File: src/rtl/registro_4_secuenciador.sv
// Command sequencer for a 4-bit shift register: accepts one command over valid/ready,
// drives ENB/MODO/DIR/S_IN/D for the exact step count, and returns the final Q.
module registro_4_secuenciador #(
  parameter int CNT_W = 4,
  parameter int CAP_W = 16
) (
  input  logic             CLK,
  input  logic             RESET_L,
  input  logic             CMD_VALID,
  output logic             CMD_READY,
  input  logic [1:0]       CMD_OP,
  input  logic             CMD_DIR,
  input  logic [CNT_W-1:0] CMD_COUNT,
  input  logic [3:0]       CMD_DATA,
  input  logic [CAP_W-1:0] CMD_SDATA,
  output logic             REG_ENB,
  output logic [1:0]       REG_MODO,
  output logic             REG_DIR,
  output logic             REG_S_IN,
  output logic [3:0]       REG_D,
  input  logic [3:0]       REG_Q,
  input  logic             REG_S_OUT,
  output logic             BUSY,
  output logic             DONE,
  output logic [3:0]       RES_Q,
  output logic [CAP_W-1:0] RES_CAP
);
  localparam logic [1:0] OP_SHIFT  = 2'b00;
  localparam logic [1:0] OP_LOAD   = 2'b10;
  localparam logic [1:0] OP_READ   = 2'b11;
  localparam logic [1:0] MODO_HOLD = 2'b11;

  typedef enum logic [1:0] {IDLE, EXEC, FIN} state_t;

  typedef struct packed {
    logic [1:0]       op;
    logic             dir;
    logic [CNT_W-1:0] count;
    logic [3:0]       data;
    logic [CAP_W-1:0] sdata;
  } cmd_t;

  state_t           state, state_nxt;
  cmd_t             cmd, cmd_nxt;
  logic [CNT_W-1:0] cnt, cnt_nxt, last_idx, nxt_idx;
  logic             accept, go_exec, last_step, s_bit;

  logic             ready_nxt, busy_nxt, done_nxt, enb_nxt, dir_nxt, s_in_nxt;
  logic [1:0]       modo_nxt;
  logic [3:0]       d_nxt, q_nxt;
  logic [CAP_W-1:0] cap_nxt;

  assign accept    = (state == IDLE) && CMD_VALID && CMD_READY;
  assign go_exec   = (CMD_OP == OP_LOAD) || ((CMD_OP != OP_READ) && (CMD_COUNT != '0));
  assign last_idx  = cmd.count - 1'b1;
  assign nxt_idx   = cnt + 1'b1;
  assign last_step = (cmd.op == OP_LOAD) || (cnt == last_idx);
  // S_IN is registered, so the bit for the following step is picked one cycle ahead
  assign s_bit     = |(cmd.sdata & (CAP_W'(1) << nxt_idx));

  always_ff @(posedge CLK or negedge RESET_L) begin
    if (!RESET_L) begin
      state     <= IDLE;
      cmd       <= '0;
      cnt       <= '0;
      CMD_READY <= 1'b1;
      BUSY      <= 1'b0;
      DONE      <= 1'b0;
      REG_ENB   <= 1'b0;
      REG_MODO  <= MODO_HOLD;
      REG_DIR   <= 1'b0;
      REG_S_IN  <= 1'b0;
      REG_D     <= '0;
      RES_Q     <= '0;
      RES_CAP   <= '0;
    end else begin
      state     <= state_nxt;
      cmd       <= cmd_nxt;
      cnt       <= cnt_nxt;
      CMD_READY <= ready_nxt;
      BUSY      <= busy_nxt;
      DONE      <= done_nxt;
      REG_ENB   <= enb_nxt;
      REG_MODO  <= modo_nxt;
      REG_DIR   <= dir_nxt;
      REG_S_IN  <= s_in_nxt;
      REG_D     <= d_nxt;
      RES_Q     <= q_nxt;
      RES_CAP   <= cap_nxt;
    end
  end

  always_comb begin
    state_nxt = state;
    case (state)
      IDLE:    if (accept) state_nxt = go_exec ? EXEC : FIN;
      EXEC:    if (last_step) state_nxt = FIN;
      FIN:     state_nxt = IDLE;
      default: state_nxt = IDLE;
    endcase
  end

  always_comb begin
    cmd_nxt   = cmd;
    cnt_nxt   = cnt;
    ready_nxt = CMD_READY;
    busy_nxt  = BUSY;
    done_nxt  = 1'b0;
    enb_nxt   = REG_ENB;
    modo_nxt  = REG_MODO;
    dir_nxt   = REG_DIR;
    s_in_nxt  = REG_S_IN;
    d_nxt     = REG_D;
    q_nxt     = RES_Q;
    cap_nxt   = RES_CAP;
    case (state)
      IDLE: if (accept) begin
        cmd_nxt   = '{op: CMD_OP, dir: CMD_DIR, count: CMD_COUNT, data: CMD_DATA, sdata: CMD_SDATA};
        cnt_nxt   = '0;
        cap_nxt   = '0;
        ready_nxt = 1'b0;
        busy_nxt  = 1'b1;
        if (go_exec) begin
          enb_nxt  = 1'b1;
          modo_nxt = CMD_OP;
          dir_nxt  = CMD_DIR;
          d_nxt    = CMD_DATA;
          s_in_nxt = (CMD_OP == OP_SHIFT) ? CMD_SDATA[0] : 1'b0;
        end
      end
      EXEC: begin
        cnt_nxt = nxt_idx;
        if (cmd.op == OP_SHIFT) cap_nxt = {RES_CAP[CAP_W-2:0], REG_S_OUT};
        if (last_step) begin
          enb_nxt  = 1'b0;
          modo_nxt = MODO_HOLD;
          s_in_nxt = 1'b0;
        end else begin
          s_in_nxt = (cmd.op == OP_SHIFT) ? s_bit : 1'b0;
        end
      end
      FIN: begin
        q_nxt     = REG_Q;
        done_nxt  = 1'b1;
        busy_nxt  = 1'b0;
        ready_nxt = 1'b1;
      end
      default: ;
    endcase
  end
endmodule
File: config.mk
export PLATFORM = sky130hd
export DESIGN_NAME = registro_4_secuenciador
export DESIGN_NICKNAME = d
export VERILOG_FILES = /design/src/rtl/registro_4_secuenciador.sv
export SDC_FILE = /design/constraint.sdc
export NUM_CORES = 1
export LEC_CHECK = 0
export BUFFER_PORTS_ARGS = -buffer_cell sky130_fd_sc_hd__buf_2
export CAP_MARGIN = 10
export CORE_ASPECT_RATIO = 1.5
export CORE_MARGIN = 2
export CORE_UTILIZATION = 52
export CTS_CLUSTER_SIZE = 25
export DETAILED_ROUTE_END_ITERATION = 8
export PLACE_DENSITY = 0.79
export RECOVER_POWER = 100
export SLEW_MARGIN = 20
export SYNTH_ARGS = -nofsm -noshare
export SYNTH_HDL_FRONTEND = slang
export SYNTH_SLANG_ARGS = --single-unit
File: constraint.sdc
create_clock -name CLK -period 2.2 [get_ports CLK]
set_input_delay 0.44 -clock CLK [delete_from_list [all_inputs] [get_ports CLK]]
set_output_delay 0.44 -clock CLK [all_outputs]
set_load 0.02 [all_outputs]
==> results of run 1 <==
-- Yosys cell counts, types with 5 or more instances --
master | count | area share
mux2_2 | 29 | 0.12
inv_1 | 8 | 0.011
dfrtp_1 | 57 | 0.54
nand2_1 | 41 | 0.058
ha_1 | 6 | 0.028
o21ai_0 | 23 | 0.043
clkbuf_1 | 9 | 0.013
nor2_1 | 5 | 0.0071
-- power breakdown --
group          internal [W]  switching [W]
clock network      0.000616       0.000404
logic              0.000737       0.000893
registers           0.00152       0.000288
total               0.00287        0.00159
-- worst reg2reg max path: cells and delay by family (launching register included) --
family	cells	cell delay, ps
DFF	1	450
muxes	1	370
buffers and inverters	1	240
and+or+nand+nor	1	460
AOI/OAI and AO/OA	1	280
-- cells by family after synthesis --
group | Yosys count | synth area share
xor+xnor | 7 | 0.02826
simple gates | 61 | 0.1003
buf+inv | 19 | 0.02779
flops | 60 | 0.5667
fa+ha+maj | 6 | 0.02826
mux | 33 | 0.1380
compound gates | 45 | 0.1107
-- sequential cells by signal, indices dropped and copies added, names as in the netlist, 2 cells and up --
| signal | flops |
|---|---|
| RES_Q | 4 |
| cnt | 4 |
| REG_MODO | 2 |
| cmd | 22 |
| state | 2 |
| RES_CAP | 16 |
| REG_D | 4 |
-- how the worst min path moves through the flow --
| stage | from | endpoint | slack, ps | cells after the start |
|---|---|---|---|---|
| after global routing | CMD_DATA[3] | REG_D[3] | 320 | 2 |
| after detailed placement | RESET_L | cnt[2] | 470 | 2 |
| after floorplan | RESET_L | BUSY | 140 | 0 |
| after global placement | RES_CAP[15] | RES_CAP[15] | 460 | 2 |
| final | CMD_COUNT[1] | cmd[21] | 330 | 3 |
| after CTS | RESET_L | DONE | 100 | 2 |
-- layout by cell type, fill, tap and decap left out, drive strengths merged, types with 2 or more instances in the layout --
cell and instances:
dfrtp 57, clkbuf 47, nand2 41, buf 36, mux2 29, o21ai 24, inv 8, ha 6
nor2 5, xor2 4, nand3 4, mux2i 4, a22oi 4, a22o 4, dfstp 3, nor2b 3
nor3 3, nand2b 2, xnor2 2, o21a 2, a21oi 2, o211ai 2, clkinv 2
-- through the flow --
stage                     cells  hold slack, ps
after floorplan             231           144.4
final                       372           333.7
after detailed placement    356           468.9
after CTS                   372           103.8
after global routing        372           323.2
after global placement      356           461.7
-- routing by layer --
metal  vias up  share of wire  global-route usage
met4         0          0.018             0.07778
met5         -              0                   0
met3        10          0.045             0.05948
li1        935              -                   -
met2        49           0.56              0.3822
met1       950           0.38              0.2172
-- final cells by class --
| class | count | area [um2] |
|---|---|---|
| tap | 66 | 82.58 |
| inverter | 8 | 30.03 |
| clock buffer | 13 | 168.9 |
| fill | 422 | 1634 |
| clock inverter | 3 | 43.79 |
| sequential | 60 | 1505 |
| timing repair buffer | 70 | 327.8 |
| multi-input combinational | 152 | 1095 |
==> impl_metrics.env, run 1 <==
export IMPL_die_w_um=62.36
export IMPL_core_area_um2=4887
export IMPL_layout_setup_ws_ps=281.3
export IMPL_grt_max_degree=61
export IMPL_grt_overflow=0
export IMPL_crit_path_max_fanout=31
export IMPL_min_period_ps=1919
export IMPL_fp_dieH_um=91.54
export IMPL_drtPass1Iterations=6
export IMPL_worstMarginPinSlew_ps=1445
export IMPL_drt_iter0_markers=49
export IMPL_fin_setup_tns_ps=0
export IMPL_synth_edff_count=0
export IMPL_grt_pass1_vias=2002
export IMPL_ys_seq_area_frac=0.5667
export IMPL_critical_path_class="register to register"
export IMPL_synth_nets=272
export IMPL_synth_warning_count=0
export IMPL_final_setup_viol_count=0
export IMPL_outcome="finished, final reports clean"
export IMPL_synth_ff_type="dfrtp_1"
export IMPL_clk_root_buffer_cell="clkbuf_8"
export IMPL_r2r_cells=4
export IMPL_finClkSkew_ps=9.125
export IMPL_vdd_drop_max_mv=0.5929
export IMPL_ant_nets=0
export IMPL_p_total_w=0.004458
export IMPL_viasPerCell=5.226
export IMPL_cp_cell_sequence="nor4bb_4 > buf_12 > o211ai_2 > mux2_2"
export IMPL_hold_violations=0
export IMPL_grt_usage=0.2058
export IMPL_critPathLaunchType="register"
export IMPL_cts_tree="yes"
export IMPL_dieArea_um2=5708
export IMPL_worst_path_max_delay_cell="nor4bb_4"
export IMPL_drv_slew=0
export IMPL_vias=1944
export IMPL_crit_path_max_incr_delay_ps=460
export IMPL_start_util=0.5435
export IMPL_num_io_pins=67
export IMPL_antenna_found_initial=0
export IMPL_cts_hold_buf=0
export IMPL_finalCritPeriodShare=0.8721
export IMPL_htree_levels=3
export IMPL_rsz0062_at_grt="no"
export IMPL_wl_um=5470
export IMPL_ys_ff_latch=60
export IMPL_cp_num_buf_inv=1
export IMPL_worstPathArrival_ps=2140
export IMPL_drive_gt1_frac=0.2908
export IMPL_postSynthAreaPerCell_um2=11.50
export IMPL_synthCells=231
export IMPL_post_route_util=0.6656
export IMPL_r2r_start="state[0]"
export IMPL_endpoint_kind="register"
export IMPL_synth_cell_types=35
export IMPL_crit_end="REG_D[0]"
export IMPL_insertion_delay_ps=330
export IMPL_nets=342
export IMPL_reg2reg_slack_ps=280
export IMPL_cts_num_sinks=60
export IMPL_wl_per_cell_um=14.70
export IMPL_grt_pass1_wl_um=9114
export IMPL_gp_congestion=0.7520
export IMPL_placed_cell_area_um2=3099
export IMPL_dp_hpwl_um=4017
export IMPL_n_antenna_cell=0
export IMPL_hold_class="input port to register"
export IMPL_leakage_nw=1.480
export IMPL_cts_resized=0
export IMPL_rows=31
export IMPL_async_reset_ff_frac=1.000
export IMPL_clock_path_buffers=2
export IMPL_layout_area_overhead_vs_synth_pct=22.47
export IMPL_path_clk_slew_ps=60
export IMPL_cp_top_family="simple AND/OR/NAND/NOR gates"
export IMPL_cts_buffers=9
export IMPL_startpoint="state[0]"
export IMPL_crit_cells=4
export IMPL_slew_headroom=0.03640
export IMPL_r2r_end="REG_D[0]"
export IMPL_drv_cap=0
export IMPL_fmax_mhz=521.2
export IMPL_critical_path_required_ps=2420
export IMPL_post_route_drc_count=0
export IMPL_io_buffers=66
export IMPL_postCtsSetupRepairBufs=0
export IMPL_syn_cell_area_um2=2656
export IMPL_pre_cts_slack_ps=203.5
export IMPL_fin_area_um2=3253
export IMPL_p_per_area_nw_per_um2=1370
Power figures use the tool's default switching activity.
==> inputs of run 2 (changes only) <==
--- a/config.mk
+++ b/config.mk
@@ -5,14 +5,14 @@
 export SDC_FILE = /design/constraint.sdc
 export NUM_CORES = 1
 export LEC_CHECK = 0
-export BUFFER_PORTS_ARGS = -buffer_cell sky130_fd_sc_hd__buf_2
 export CAP_MARGIN = 10
 export CORE_ASPECT_RATIO = 1.5
 export CORE_MARGIN = 2
-export CORE_UTILIZATION = 52
+export CORE_UTILIZATION = 56
 export CTS_CLUSTER_SIZE = 25
 export DETAILED_ROUTE_END_ITERATION = 8
-export PLACE_DENSITY = 0.79
+export DONT_BUFFER_PORTS = 1
+export PLACE_DENSITY = 0.75
 export RECOVER_POWER = 100
 export SLEW_MARGIN = 20
 export SYNTH_ARGS = -nofsm -noshare
==> constraint.sdc (replaced) <==
create_clock -name CLK -period 1.6 [get_ports CLK]
set_input_delay 0.32 -clock CLK [delete_from_list [all_inputs] [get_ports CLK]]
set_output_delay 0.32 -clock CLK [all_outputs]
set_load 0.02 [all_outputs]
==> run 2 against run 1 <==
Against the previous run:
- the flow now finishes with violations (negative hold slack)
- sequential share of layout area increased by 0.95 points
- largest cell class unchanged
- count of clock-buffer cells in the layout decreased by 3
- power increased by 44%
- cell area decreased by 1.9%
- die area decreased by 6.8%
==> impl_metrics.env, run 2 (synthesis results as in run 1) <==
export IMPL_hold_violations=60
export IMPL_critical_path_required_ps=1820
export IMPL_finClkSkew_ps=7.898
export IMPL_grt_max_degree=61
export IMPL_clk_root_buffer_cell="clkbuf_8"
export IMPL_worst_path_max_delay_cell="dfstp_2"
export IMPL_fp_dieH_um=88.35
export IMPL_top_register="cmd"
export IMPL_cts_tree="yes"
export IMPL_critical_path_class="register to register"
export IMPL_nets=294
export IMPL_outcome="finished with violations"
export IMPL_slew_headroom=0.5682
export IMPL_path_clk_slew_ps=70
export IMPL_rows=30
export IMPL_vdd_drop_max_mv=1.238
export IMPL_grt_pass1_vias=1740
export IMPL_dieArea_um2=5322
export IMPL_violations="negative hold slack"
export IMPL_fin_setup_tns_ps=0
export IMPL_grt_pass1_wl_um=7769
export IMPL_viasPerCell=5.376
export IMPL_min_period_ps=1553
export IMPL_ant_nets=0
export IMPL_cts_buffers=9
export IMPL_leakage_nw=1.391
export IMPL_crit_path_max_fanout=17
export IMPL_layout_area_overhead_vs_synth_pct=20.11
export IMPL_wl_met2_um=2630
export IMPL_worstMarginPinSlew_ps=646.3
export IMPL_endpoint_kind="register"
export IMPL_dp_hpwl_um=3495
export IMPL_p_per_area_nw_per_um2=2019
export IMPL_clock_path_buffers=2
export IMPL_crit_path_max_incr_delay_ps=540
export IMPL_worstPathArrival_ps=1770
export IMPL_vias=1731
export IMPL_gp_congestion=0.7986
export IMPL_placed_cell_area_um2=2877
export IMPL_grt_overflow=0
export IMPL_post_route_util=0.7025
export IMPL_antenna_found_initial=0
export IMPL_post_route_drc_count=0
export IMPL_whs_ps=-328.0
export IMPL_wl_per_cell_um=15.54
export IMPL_critPathLaunchType="register"
export IMPL_rsz0062_at_grt="yes"
export IMPL_drt_iter0_markers=80
export IMPL_core_area_um2=4542
export IMPL_n_antenna_cell=0
export IMPL_highest_layer="met4"
export IMPL_layout_common_cells="dfrtp_1 (56), nand2_1 (41), mux2_2 (29), o21ai_0 (17), buf_4 (17)"
export IMPL_cp_cell_sequence="nor4bb_4 > buf_4 > mux2_2"
export IMPL_die_w_um=60.24
export IMPL_final_fill_count=326
export IMPL_drv_cap=0
export IMPL_finalCritPeriodShare=0.9707
export IMPL_final_setup_viol_count=0
export IMPL_p_total_w=0.006442
export IMPL_wl_met1_um=1922
export IMPL_final_common_cell="dfrtp_1"
export IMPL_fin_area_um2=3191
export IMPL_hold_class="input port to async pin"
export IMPL_seq_area_um2=1506
export IMPL_start_util=0.5848
export IMPL_drv_slew=0
export IMPL_grt_usage=0.2023
export IMPL_multiInputGateArea_um2=1172
export IMPL_drtPass1Iterations=4
export IMPL_reg_largest_list="cmd: 22 flops, RES_CAP: 16 flops"
export IMPL_io_buffers=0
export IMPL_largest_reg_flops=22
export IMPL_insertion_delay_ps=340
export IMPL_num_io_pins=67
export IMPL_fmax_mhz=643.9
export IMPL_wl_um=5005
export IMPL_met3_length_um=354
export IMPL_htree_levels=3
export IMPL_drive_gt1_frac=0.3333
export IMPL_cts_num_sinks=60
==> run 2: cell count changes in the layout (fill, tap and decap cells not counted), moves of 3 or more <==
cell	previous run	this run
clkbuf_8	12	9
buf_2	34	0
buf_4	1	17
ha_1	6	0
o21ai_1	0	7
ha_2	0	4
buf_6	0	3
o21ai_0	24	17
clkbuf_1	33	2
==> run 2: per-stage QoR <==
step | setup WS [ps] | std cells
6_report | 46.87 | 322
5_1_grt | -23.42 | 322
4_1_cts | 24.43 | 321
3_5_place_dp | -264.8 | 304
3_3_place_gp | -195.9 | 304
2_1_floorplan | -47.86 | 231
==> run 2: final timing paths <==
check / depth (start not counted) / endpoint / from / slack (ps)
max: 3 / cmd[1] / CMD_READY / 50
min: 0 / cmd[15] / RESET_L / -330
max reg2reg: 3 / cmd[1] / CMD_READY / 50
min reg2reg: 1 / cmd[11] / cmd[11] / 510
max in group asynchronous: 0 / REG_MODO[0] / RESET_L / 1750
min in group CLK: 2 / cmd[20] / CMD_COUNT[0] / 100
==> run 2: worst max-delay path, delay by kind of cell, from the launching register on <==
kind          cells  cell delay (ps)
buf+inv           1              300
mux               1              370
simple gates      1              230
flops             1              540
==> run 2: power by group <==
part	total (W)	switching, W	internal [W]
Combinational	0.00227	0.00104	0.00123
Sequential	0.00270	0.000610	0.00209
Clock	0.00147	0.000593	0.000876
Total	0.00644	0.00224	0.00420
==> run 2: metal layers <==
layer | global-route usage | vias up
li1 | - | 836
met1 | 0.2277 | 831
met2 | 0.3330 | 55
met3 | 0.07602 | 9
met4 | 0.09697 | 0
met5 | 0 | -
==> run 2: final cells by class <==
| type | count | share of cell area |
|---|---|---|
| well taps | 64 | 0.02510 |
| clock inverters | 6 | 0.02784 |
| multi-input cells | 152 | 0.3674 |
| flip-flops and latches | 60 | 0.4722 |
| clock buffers | 10 | 0.04000 |
| inverters | 8 | 0.009412 |
| repair buffers | 22 | 0.05804 |
==> run 2: what timing repair did <==
| item | CTS | global route |
|---|---|---|
| endpoints found under the setup margin | 46 | 29 |
| resized for setup | 2 | 22 |
| endpoints found under the hold margin | 60 | 60 |
| buffers inserted | 1 | 1 |
| pin swaps | 2 | 4 |
==> inputs of run 3 (changes only) <==
--- a/config.mk
+++ b/config.mk
@@ -12,8 +12,9 @@
 export CTS_CLUSTER_SIZE = 25
 export DETAILED_ROUTE_END_ITERATION = 8
 export DONT_BUFFER_PORTS = 1
-export PLACE_DENSITY = 0.75
+export PLACE_DENSITY = 0.74
 export RECOVER_POWER = 100
+export SETUP_SLACK_MARGIN = 0.4
 export SLEW_MARGIN = 20
 export SYNTH_ARGS = -nofsm -noshare
 export SYNTH_HDL_FRONTEND = slang
==> run 3 against run 2 <==
Against the previous run:
- the flow still finishes with violations (negative hold slack)
- via count increased by 8.0%
- clock power increased by 7%
- sequential power increased by 4%
- first-iteration DRC count is 6.3% lower
- non-clock buffer count is 14 higher
- critical path depth increased by 3
- worst hold slack got worse by 6.7 ps
==> impl_metrics.env, run 3 (synthesis results as in run 1) <==
export IMPL_rsz0062_at_grt="yes"
export IMPL_core_area_um2=4542
export IMPL_gp_congestion=0.8001
export IMPL_cts_tree="yes"
export IMPL_p_comb_frac=0.428
export IMPL_final_common_cell="dfrtp_1"
export IMPL_cp_top_family="flip-flops"
export IMPL_top_register="cmd"
export IMPL_drv_slew=0
export IMPL_vdd_drop_max_mv=1.289
export IMPL_grt_usage=0.2451
export IMPL_hold_class="input port to async pin"
export IMPL_nets=309
export IMPL_vias=1870
export IMPL_dieArea_um2=5322
export IMPL_die_w_um=60.24
export IMPL_layout_common_cells="dfrtp_1 (54), nand2_1 (40), o21ai_1 (22), mux2_4 (20), buf_4 (19)"
export IMPL_drive_gt1_frac=0.4432
export IMPL_highest_layer="met4"
export IMPL_num_io_pins=67
export IMPL_outcome="finished with violations"
export IMPL_largest_reg_flops=22
export IMPL_fin_setup_tns_ps=0
export IMPL_io_buffers=0
export IMPL_critPathLaunchType="register"
export IMPL_drtPass1Iterations=4
export IMPL_wl_um=6195
export IMPL_slew_headroom=0.6244
export IMPL_met3_length_um=399
export IMPL_fmax_mhz=637.3
export IMPL_violations="negative hold slack"
export IMPL_reg_largest_list="cmd: 22 flops, RES_CAP: 16 flops"
export IMPL_layout_area_overhead_vs_synth_pct=37.64
export IMPL_antenna_found_initial=0
export IMPL_min_period_ps=1569
export IMPL_dp_cells=303
export IMPL_critical_path_required_ps=1850
export IMPL_rows=30
export IMPL_viasPerCell=5.549
export IMPL_drv_cap=0
export IMPL_ant_nets=0
export IMPL_cts_num_sinks=60
export IMPL_worst_path_max_delay_cell="dfrtp_2"
export IMPL_grt_pass1_vias=1976
export IMPL_clock_path_buffers=2
export IMPL_insertion_delay_ps=340
export IMPL_seq_power_share=0.367
export IMPL_switchingPower_w=0.002714
export IMPL_worstMarginPinSlew_ps=561.3
export IMPL_crit_path_max_incr_delay_ps=460
export IMPL_worstPathArrival_ps=1820
export IMPL_leakage_nw=1.599
export IMPL_endpoint_kind="register"
export IMPL_switching_share=0.3539
export IMPL_wl_per_cell_um=18.38
export IMPL_grt_overflow=0
export IMPL_clk_root_buffer_cell="clkbuf_8"
export IMPL_cp_num_buf_inv=1
export IMPL_whs_ps=-334.7
export IMPL_crit_cells=6
export IMPL_cp_cell_sequence="buf_4 > ha_4 > a22o_1 > nor3_2 > mux2_4 > o32ai_2"
export IMPL_dp_hpwl_um=3684
export IMPL_hold_violations=60
export IMPL_p_clk_frac=0.206
export IMPL_start_util=0.5848
export IMPL_final_setup_viol_count=0
export IMPL_n_antenna_cell=0
export IMPL_r2r_cells=6
export IMPL_wl_met1_um=2240
export IMPL_critical_path_class="register to register"
export IMPL_cts_buffers=9
export IMPL_finClkSkew_ps=7.838
export IMPL_post_route_drc_count=0
export IMPL_drt_iter0_markers=75
export IMPL_p_per_area_nw_per_um2=2097
export IMPL_finalCritPeriodShare=0.9807
export IMPL_grt_max_degree=61
export IMPL_crit_path_max_fanout=5
export IMPL_path_clk_slew_ps=70
export IMPL_fp_dieH_um=88.35
export IMPL_grt_pass1_wl_um=9259
export IMPL_stdcell_count=337
export IMPL_wl_met2_um=3379
export IMPL_htree_levels=3
export IMPL_power_internal_w=0.004954
## run 3: cell count changes in the layout (fill, tap and decap cells not counted), moves of 3 or more
cell,change
ha_2,-3
clkbuf_8,+3
buf_6,+9
mux2_4,+20
o21ai_1,+15
ha_4,+3
inv_1,-3
o21ai_0,-16
mux2_2,-20
## run 3: cell type report
cell class                 count  area [um2]
inverter                       8       35.03
sequential                    60        1509
fill                         243       885.9
tap                           64       80.08
clock buffer                  12       165.2
timing repair buffer          36       369.1
clock inverter                 4       70.07
multi-input combinational    153        1428
## run 3: per-stage QoR
| step | util | total power [W] | setup slack [ps] | hold WS [ps] | area, um2 |
|---|---|---|---|---|---|
| 6_report | 0.8050 | 0.007668 | 30.89 | -334.7 | 3656 |
| 5_1_grt | 0.8050 | 0.008029 | -52.51 | -353.5 | 3656 |
| 4_1_cts | 0.7835 | 0.007411 | 35.87 | -342.7 | 3558 |
| 3_5_place_dp | 0.6584 | 0.005092 | -87.07 | 26.47 | 2990 |
| 3_3_place_gp | 0.6584 | 0.004997 | -61.20 | 26.08 | 2990 |
| 2_1_floorplan | - | 0.004487 | -47.86 | 24.41 | 2814 |
## run 3: path summary, 6_finish.rpt
kind | from | to | slack, ps
setup / recovery | cnt[1] | REG_S_IN | 30
hold / removal | RESET_L | cmd[0] | -330
setup reg to reg | cnt[1] | REG_S_IN | 30
hold reg to reg | cmd[13] | cmd[13] | 520
max in group asynchronous | RESET_L | REG_MODO[1] | 1750
min in group CLK | CMD_OP[1] | cmd[26] | 100
## run 3: routing by layer
metal,track usage,vias to the layer above
li1,-,867
met1,0.2519,931
met2,0.4318,58
met3,0.08626,14
met4,0.1172,0
met5,0,-
## run 3: power groups by stage
stage | combinational, W | sequential (W) | clock [W]
3_3_place_gp | 0.00226 | 0.00273 | 0
4_1_cts | 0.00302 | 0.00280 | 0.00159
6_report | 0.00328 | 0.00281 | 0.00158
3_5_place_dp | 0.00234 | 0.00275 | 0
2_1_floorplan | 0.00182 | 0.00267 | 0
5_1_grt | 0.00348 | 0.00287 | 0.00168
## run 3: repair_timing
action                     4_1_cts  5_1_grt
cloned                           2        0
buffers inserted                11        5
setup endpoints to repair       60       62
pin swaps                       11        3
resized for setup               46       15
hold endpoints to repair        60       60
## run 3: worst register-to-register path, cell delays in order, from the launching register on
cell and delay, ps:
dfrtp_2 460, buf_4 150, ha_4 140, a22o_1 160, nor3_2 50, mux2_4 270
o32ai_2 250
